[src/rtl/phase_sequencer.sv]
// phase_sequencer: per-phase wait-state sequencer with hold, restart and optional interrupt slot (PHASE_SEQ_IRQ_EN)
module phase_sequencer #(
  parameter int NUM_PHASES = 8,
  parameter int WAIT_W = 4,
  parameter int PH_W = $clog2(NUM_PHASES)
) (
  input  logic                  clk,
  input  logic                  rst_n,
  input  logic                  en,
  input  logic                  hold,
  input  logic [WAIT_W-1:0]     wait_cnt,
  input  logic                  restart,
  input  logic                  irq,
  output logic [PH_W-1:0]       phase,
  output logic [NUM_PHASES-1:0] phase_oh,
  output logic                  ph_start,
  output logic                  ph_adv,
  output logic                  cycle_end,
  output logic                  busy,
  output logic                  irq_ack
);
  typedef enum logic [1:0] {IDLE, ACTIVE, HELD} state_t;
  state_t state;
  logic [WAIT_W-1:0] cnt, cur;
  logic run, wrap, irq_take;
`ifdef PHASE_SEQ_IRQ_EN
  assign irq_take = cycle_end && en && irq;
`else
  logic unused_irq;
  assign unused_irq = irq;
  assign irq_take = 1'b0;
`endif
  // The first cycle of a phase sees WAIT_CNT live, later cycles the loaded counter
  always_comb begin
    run = state != IDLE && !hold;
    cur = ph_start ? wait_cnt : cnt;
    ph_adv = run && cur == '0;
    wrap = restart || phase == PH_W'(NUM_PHASES - 1);
    cycle_end = ph_adv && wrap;
    busy = state != IDLE;
    phase_oh = NUM_PHASES'(1) << phase;
  end
  // Sequencer state; hold freezes everything, an acked interrupt spends one idle cycle before phase 0
  always_ff @(posedge clk or negedge rst_n) begin
    if (!rst_n) begin
      state <= IDLE;
      phase <= '0;
      cnt <= '0;
      ph_start <= 1'b0;
      irq_ack <= 1'b0;
    end else if (hold) begin
      if (state == ACTIVE) state <= HELD;
    end else if (state == IDLE) begin
      irq_ack <= 1'b0;
      if (irq_ack || en) begin
        state <= ACTIVE;
        ph_start <= 1'b1;
        cnt <= '0;
      end
    end else begin
      state <= ACTIVE;
      ph_start <= ph_adv;
      cnt <= ph_adv ? '0 : cur - 1'b1;
      if (ph_adv) phase <= wrap ? '0 : phase + 1'b1;
      if (cycle_end && (!en || irq_take)) begin
        state <= IDLE;
        ph_start <= 1'b0;
        irq_ack <= irq_take;
      end
    end
  end
endmodule

[config.mk]
export PLATFORM = sky130hd
export DESIGN_NAME = phase_sequencer
export DESIGN_NICKNAME = d
export VERILOG_FILES = /design/src/rtl/phase_sequencer.sv
export SDC_FILE = /design/constraint.sdc
export NUM_CORES = 1
export LEC_CHECK = 0
export BUFFER_PORTS_ARGS = -buffer_cell sky130_fd_sc_hd__buf_2
export CORE_MARGIN = 3
export CORE_UTILIZATION = 51
export CTS_CLUSTER_SIZE = 8
export DETAILED_ROUTE_END_ITERATION = 16
export GPL_ROUTABILITY_DRIVEN = 0
export GPL_TIMING_DRIVEN = 0
export PLACE_DENSITY_LB_ADDON = 0.15
export SYNTH_ARGS = -nofsm -noshare
export SYNTH_HDL_FRONTEND = slang
export SYNTH_SLANG_ARGS = --single-unit
[constraint.sdc]
create_clock -name clk -period 2.8 [get_ports clk]
set_input_delay 0.14 -clock clk [delete_from_list [all_inputs] [get_ports clk]]
set_output_delay 0.14 -clock clk [all_outputs]
set_load 0.05 [all_outputs]
# Yosys cells after proc, flatten, opt, wreduce, memory -nomap -nowiden
# Index checks and enable logic that the tools add are counted.
classes:
  n_addsub: 2
  n_eq_ne: 5
  shift: 1
  muxes: 15
  n_bitwise: 2
  n_reduce_logical: 16
ops:
  columns: ["op", "count"]
  rows:
  - ["$mux W4", 4]
  - ["$mux W2", 4]
  - ["$shl A1 B3 Y8 const A", 1]
  - ["$mux W1", 6]
  - ["$reduce_and A2 Y1", 3]
  - ["$logic_and A1 B1 Y1", 4]
  - ["$logic_not A4 Y1", 1]
  - ["$ne A2 B1 Y1 const B", 2]
  - ["$reduce_bool A2 Y1", 2]
  - ["$sub A4 B1 Y4 const B", 1]
  - ["$add A3 B1 Y3 const B", 1]
  - ["$eq A3 B3 Y1 const B", 1]
  - ["$mux W3", 1]
  - ["$ne A3 B2 Y1 const B", 1]
  - ["$reduce_and A3 Y1", 1]
  - ["$eq A2 B1 Y1 const B", 1]
  - ["$logic_not A1 Y1", 2]
  - ["$logic_not A2 Y1", 1]
  - ["$logic_or A1 B1 Y1", 2]
  - ["$not A1 Y1", 2]
totals:
  ff_bits: 11
  out_inout_bits: 16
  word_cells: 46

# Depth between registers and ports, before layout
depth:
  ltp_word: 8
  mapped_depth: 6
  depth_no_buf: 5

# Worst setup path after synthesis
# Ideal clock, no wire load.
synth_timing:
  path_kind: "register to output"
  start: "register ph_start"
  end: "output port cycle_end"
  arrival_ns: 2.380
  required_time_ns: 2.660
  path_slack_ns: 0.280
  path_stages_with_launch: 7
  path_buffers: 1
  path_cell_list: "dfrtp_1 buf_6 mux2i_1 ha_1 nor4b_4 o21ai_4 nor2_1"
synth_between:
  elab_chain_cells: 4
synth_lines:
  columns: ["element", "line", "text"]
  rows:
  - ["from (decl)", "16", "output logic ph_start,"]
  - ["from (signal assigned)", "62", "ph_start <= ph_adv;"]
  - ["$mux W4", "36", "cur = ph_start ? wait_cnt : cnt;"]
  - ["$logic_not A4 Y1", "37", "ph_adv = run && cur == '0;"]
  - ["$logic_and A1 B1 Y1", "37", null]
  - ["$logic_and A1 B1 Y1", "39", "cycle_end = ph_adv && wrap;"]
  - ["to (decl)", "18", "output logic cycle_end,"]
# Every way passes these cells.

# Final worst setup path
# Same ends and word-level chain as after synthesis.

==> results by group <==
Route
  – DR vias: 620
  – Routed len/inst: 13.6 µm
  – DR vias/cell: 5.44
  – First-pass iteration count of the detailed router: 3
  – DRC: 0
  – ANT nets after route: 0
  – Drt total wl: between 1500 and 2000 µm
  – 1st-iter DRT viols: 5

Worst setup path
  – Crit Path Max Fanout: 9
  – Buf/Inv on CP: 2
  – Critical path's slowest cell: dfrtp_1
  – CP cell instances: buf_6 > mux2i_1 > ha_1 > nor4b_4 > o21ai_4 > nor2_1 > buf_2
  – WP data required: between 2 and 3 ns
  – Critical path class: reg -> out
  – WP data arrival: 2.16 ns
  – Worst r2r src: ph_start
  – Startpoint Class: register
  – Crit path launch: ph_start
  – Crit end category: output port
  – CP max stage delay: 0.36 ns
  – Critical path's top delay family: simple AND/OR/NAND/NOR gates

Floorplan
  – Die width: ~45 µm
  – Initial Util: 0.563
  – Die height: 44.6 µm
  – Core Box Area: 0.00135 mm²
  – Die area: 0.00199 mm²
  – # rows: 13
  – I/O Pins: 26

Power
  – Clock Power Share: 0.102
  – Internal power: 454 µW
  – PwrDens: 1040 mW/mm²
  – Gate power share: 0.627
  – Maximum vdd drop: 0.000595 V
  – Flop pwr share: 0.271
  – Switch share: 0.528
  – P_leak: around 0.00050 µW
  – Switch Pwr: about 510 µW

Synthesis
  – Ys async rst share: 1.00
  – Synth Register Bits: 10
  – Syn avg cell area: 10.6 µm²
  – Synth top area share: 0.329
  – Post-synth net total: between 80 and 90
  – EDFF count, synth: 0
  – Cells after Synth: 72
  – Synth Flop Type: dfrtp_1
  – Yosys Warn Count: 0
  – Distinct cell type count of the synthesized netlist: 32
  – Area contributors post-synth: dfrtp_1 33%, ha_1 12%, mux2i_1 5.3%
  – Area leader, netlist: dfrtp_1
  – Mapped Area: 761 µm²
  – Register area share after synthesis: 0.329

Timing
  – Setup TNS: 0 ns
  – # setup viols final: 0
  – Fin worst setup slack: 0.504 ns
  – Clk_skew: 0.00575 ns
  – Post-route clock period utilization: 0.820
  – RSZ-0062 raised after global routing: false
  – FMAX: roughly 440 MHz
  – Final Max Tran Viols: 0
  – Final Hold Fails: 0
  – Min Tclk post-route: 2.30 ns

Layout
  – Layout cell share with drive strength beyond 1: 0.394
  – Register Area: 250 µm²
  – Filler-free cell count of the finished design: 114
  – Final #Nets: 118
  – Area delta synth->final: 21.9%
  – Fillcell total: about 110
  – Multi-input gate area: 469 µm²
  – Diodes inserted: 0
  – Final Core Density: 0.687

Clock tree
  – CTS buffer count: 3
  – PostCTS Resize Cnt: 0
  – Worst-case clock buffer depth: 2
  – H-tree depth: 1
  – Reg clk slew, reported paths: roughly 0.070 ns
  – Clock latency on the worst-skew pair: 0.27 ns
  – TritonCTS Sinks: 10
  – CTS root buf: clkbuf_4
  – CTS tree: built

GRT
  – GRT Residual Overflow: 0
  – Antenna violations before repair: 0
  – Vias in the first global route: 590
  – First-pass GRT wire length: 2530 µm
  – Pin count of the biggest net entering global routing: 11
  – GRT Total Usage: 0.176

Place
  – DP Cell Count: 110
  – Port-buffer cells: 23
  – DP Worst Slack: just under 0.8 ns
  – Post-DP HPWL: between 1000 and 1500 µm

Run
  – Max Cap Viol: 0

Outcome
  – Run status: finished, final reports clean

Min path
  – Hold Path Class: in -> reg
  – Hold Crit Start: hold
[placed cells by master, fill, tap and decap left out, drive strengths merged, types with 4 or more instances in the layout]
master	netlist	layout
buf	2	25
dfrtp	10	10
ha	7	7
inv	6	6
nor2	5	5
mux2i	4	4
and2	4	4
[per-layer routing]
metal | vias to the layer above | GRT usage | share of wire
li1 | 315 | - | -
met1 | 281 | 0.209 | 0.46
met2 | 20 | 0.281 | 0.46
met3 | 4 | 0.0569 | 0.074
met4 | 0 | 0.0904 | 0.011
met5 | - | 0 | 0
[flip-flops by register name, indices dropped and copies added, names as in the netlist]
name	count
cnt	4
ph_start	1
phase	3
state	2
[cell families (layout without fill, tap and decap cells)]
logic type	after synthesis	after routing	synth area share
buffers and inverters	8	35	0.0543
other	1	1	0.00493
muxes	7	7	0.107
xor gates and xnor gates	1	1	0.0115
DFF	10	10	0.329
and+or+nand+nor	24	24	0.215
adders and majority gates	7	7	0.115
AOI/OAI and AO/OA	14	14	0.163
[path summary, 6_finish.rpt]
| path | end | slack (ns) | cells past startpoint |
|---|---|---|---|
| max | cycle_end | 0.50 | 7 |
| min | state[1] | 0.18 | 2 |
| max reg2reg | state[0] | 0.85 | 6 |
| min reg2reg | cnt[0] | 0.52 | 1 |
| max in group asynchronous | cnt[2] | 2.35 | 2 |
| min in group asynchronous | phase[2] | 0.26 | 2 |
[synth_stat cells (all sizes together) (2+ instances only)]
library cell,instances
nor3,3
o21ai,3
buf,2
ha,7
mux2i,4
nor2b,3
nor4b,2
and2,4
o21bai,3
inv,6
nor2,5
dfrtp,10
or2,2
a32o,3
mux2,3
[final cells by class]
| cell class | instances | share of cell area |
|---|---|---|
| clock buffer | 3 | 0.0243 |
| multi-input combinational | 54 | 0.506 |
| sequential | 10 | 0.270 |
| timing repair buffer | 24 | 0.135 |
| tap | 15 | 0.0202 |
| inverter | 6 | 0.0243 |
| buffer | 2 | 0.0202 |
[per-stage QoR]
| step | area, µm² | power, µW | hold WS, ns |
|---|---|---|---|
| 2_1_floorplan | 761 | 738 | -0.156 |
| 3_5_place_dp | 895 | 864 | 0.0157 |
| 5_1_grt | 927 | 1030 | 0.183 |
| 4_1_cts | 927 | 968 | 0.175 |
| 3_3_place_gp | 895 | 848 | 0.0133 |
| 6_report | 927 | 960 | 0.183 |
[repair_timing]
action,in CTS,in global routing
hold endpoints to repair,10,0
hold buffers,1,0
setup buffers,0,0
[power by group through the flow]
stage	Clock (µW)	Combinational, µW	Sequential, µW
floorplan	0	413	325
global placement	0	591	257
detailed placement	0	603	262
CTS	103	606	259
global route	110	650	270
finish	98.3	602	260
[worst reg2reg max path: stages (launching register included)]
cell and delay [ns]:
dfrtp_1 0.36, buf_6 0.15, mux2i_1 0.25, ha_1 0.27
nor4b_4 0.35, nor2_2 0.11, o311a_1 0.34
(Power assumes the default switching activity.)
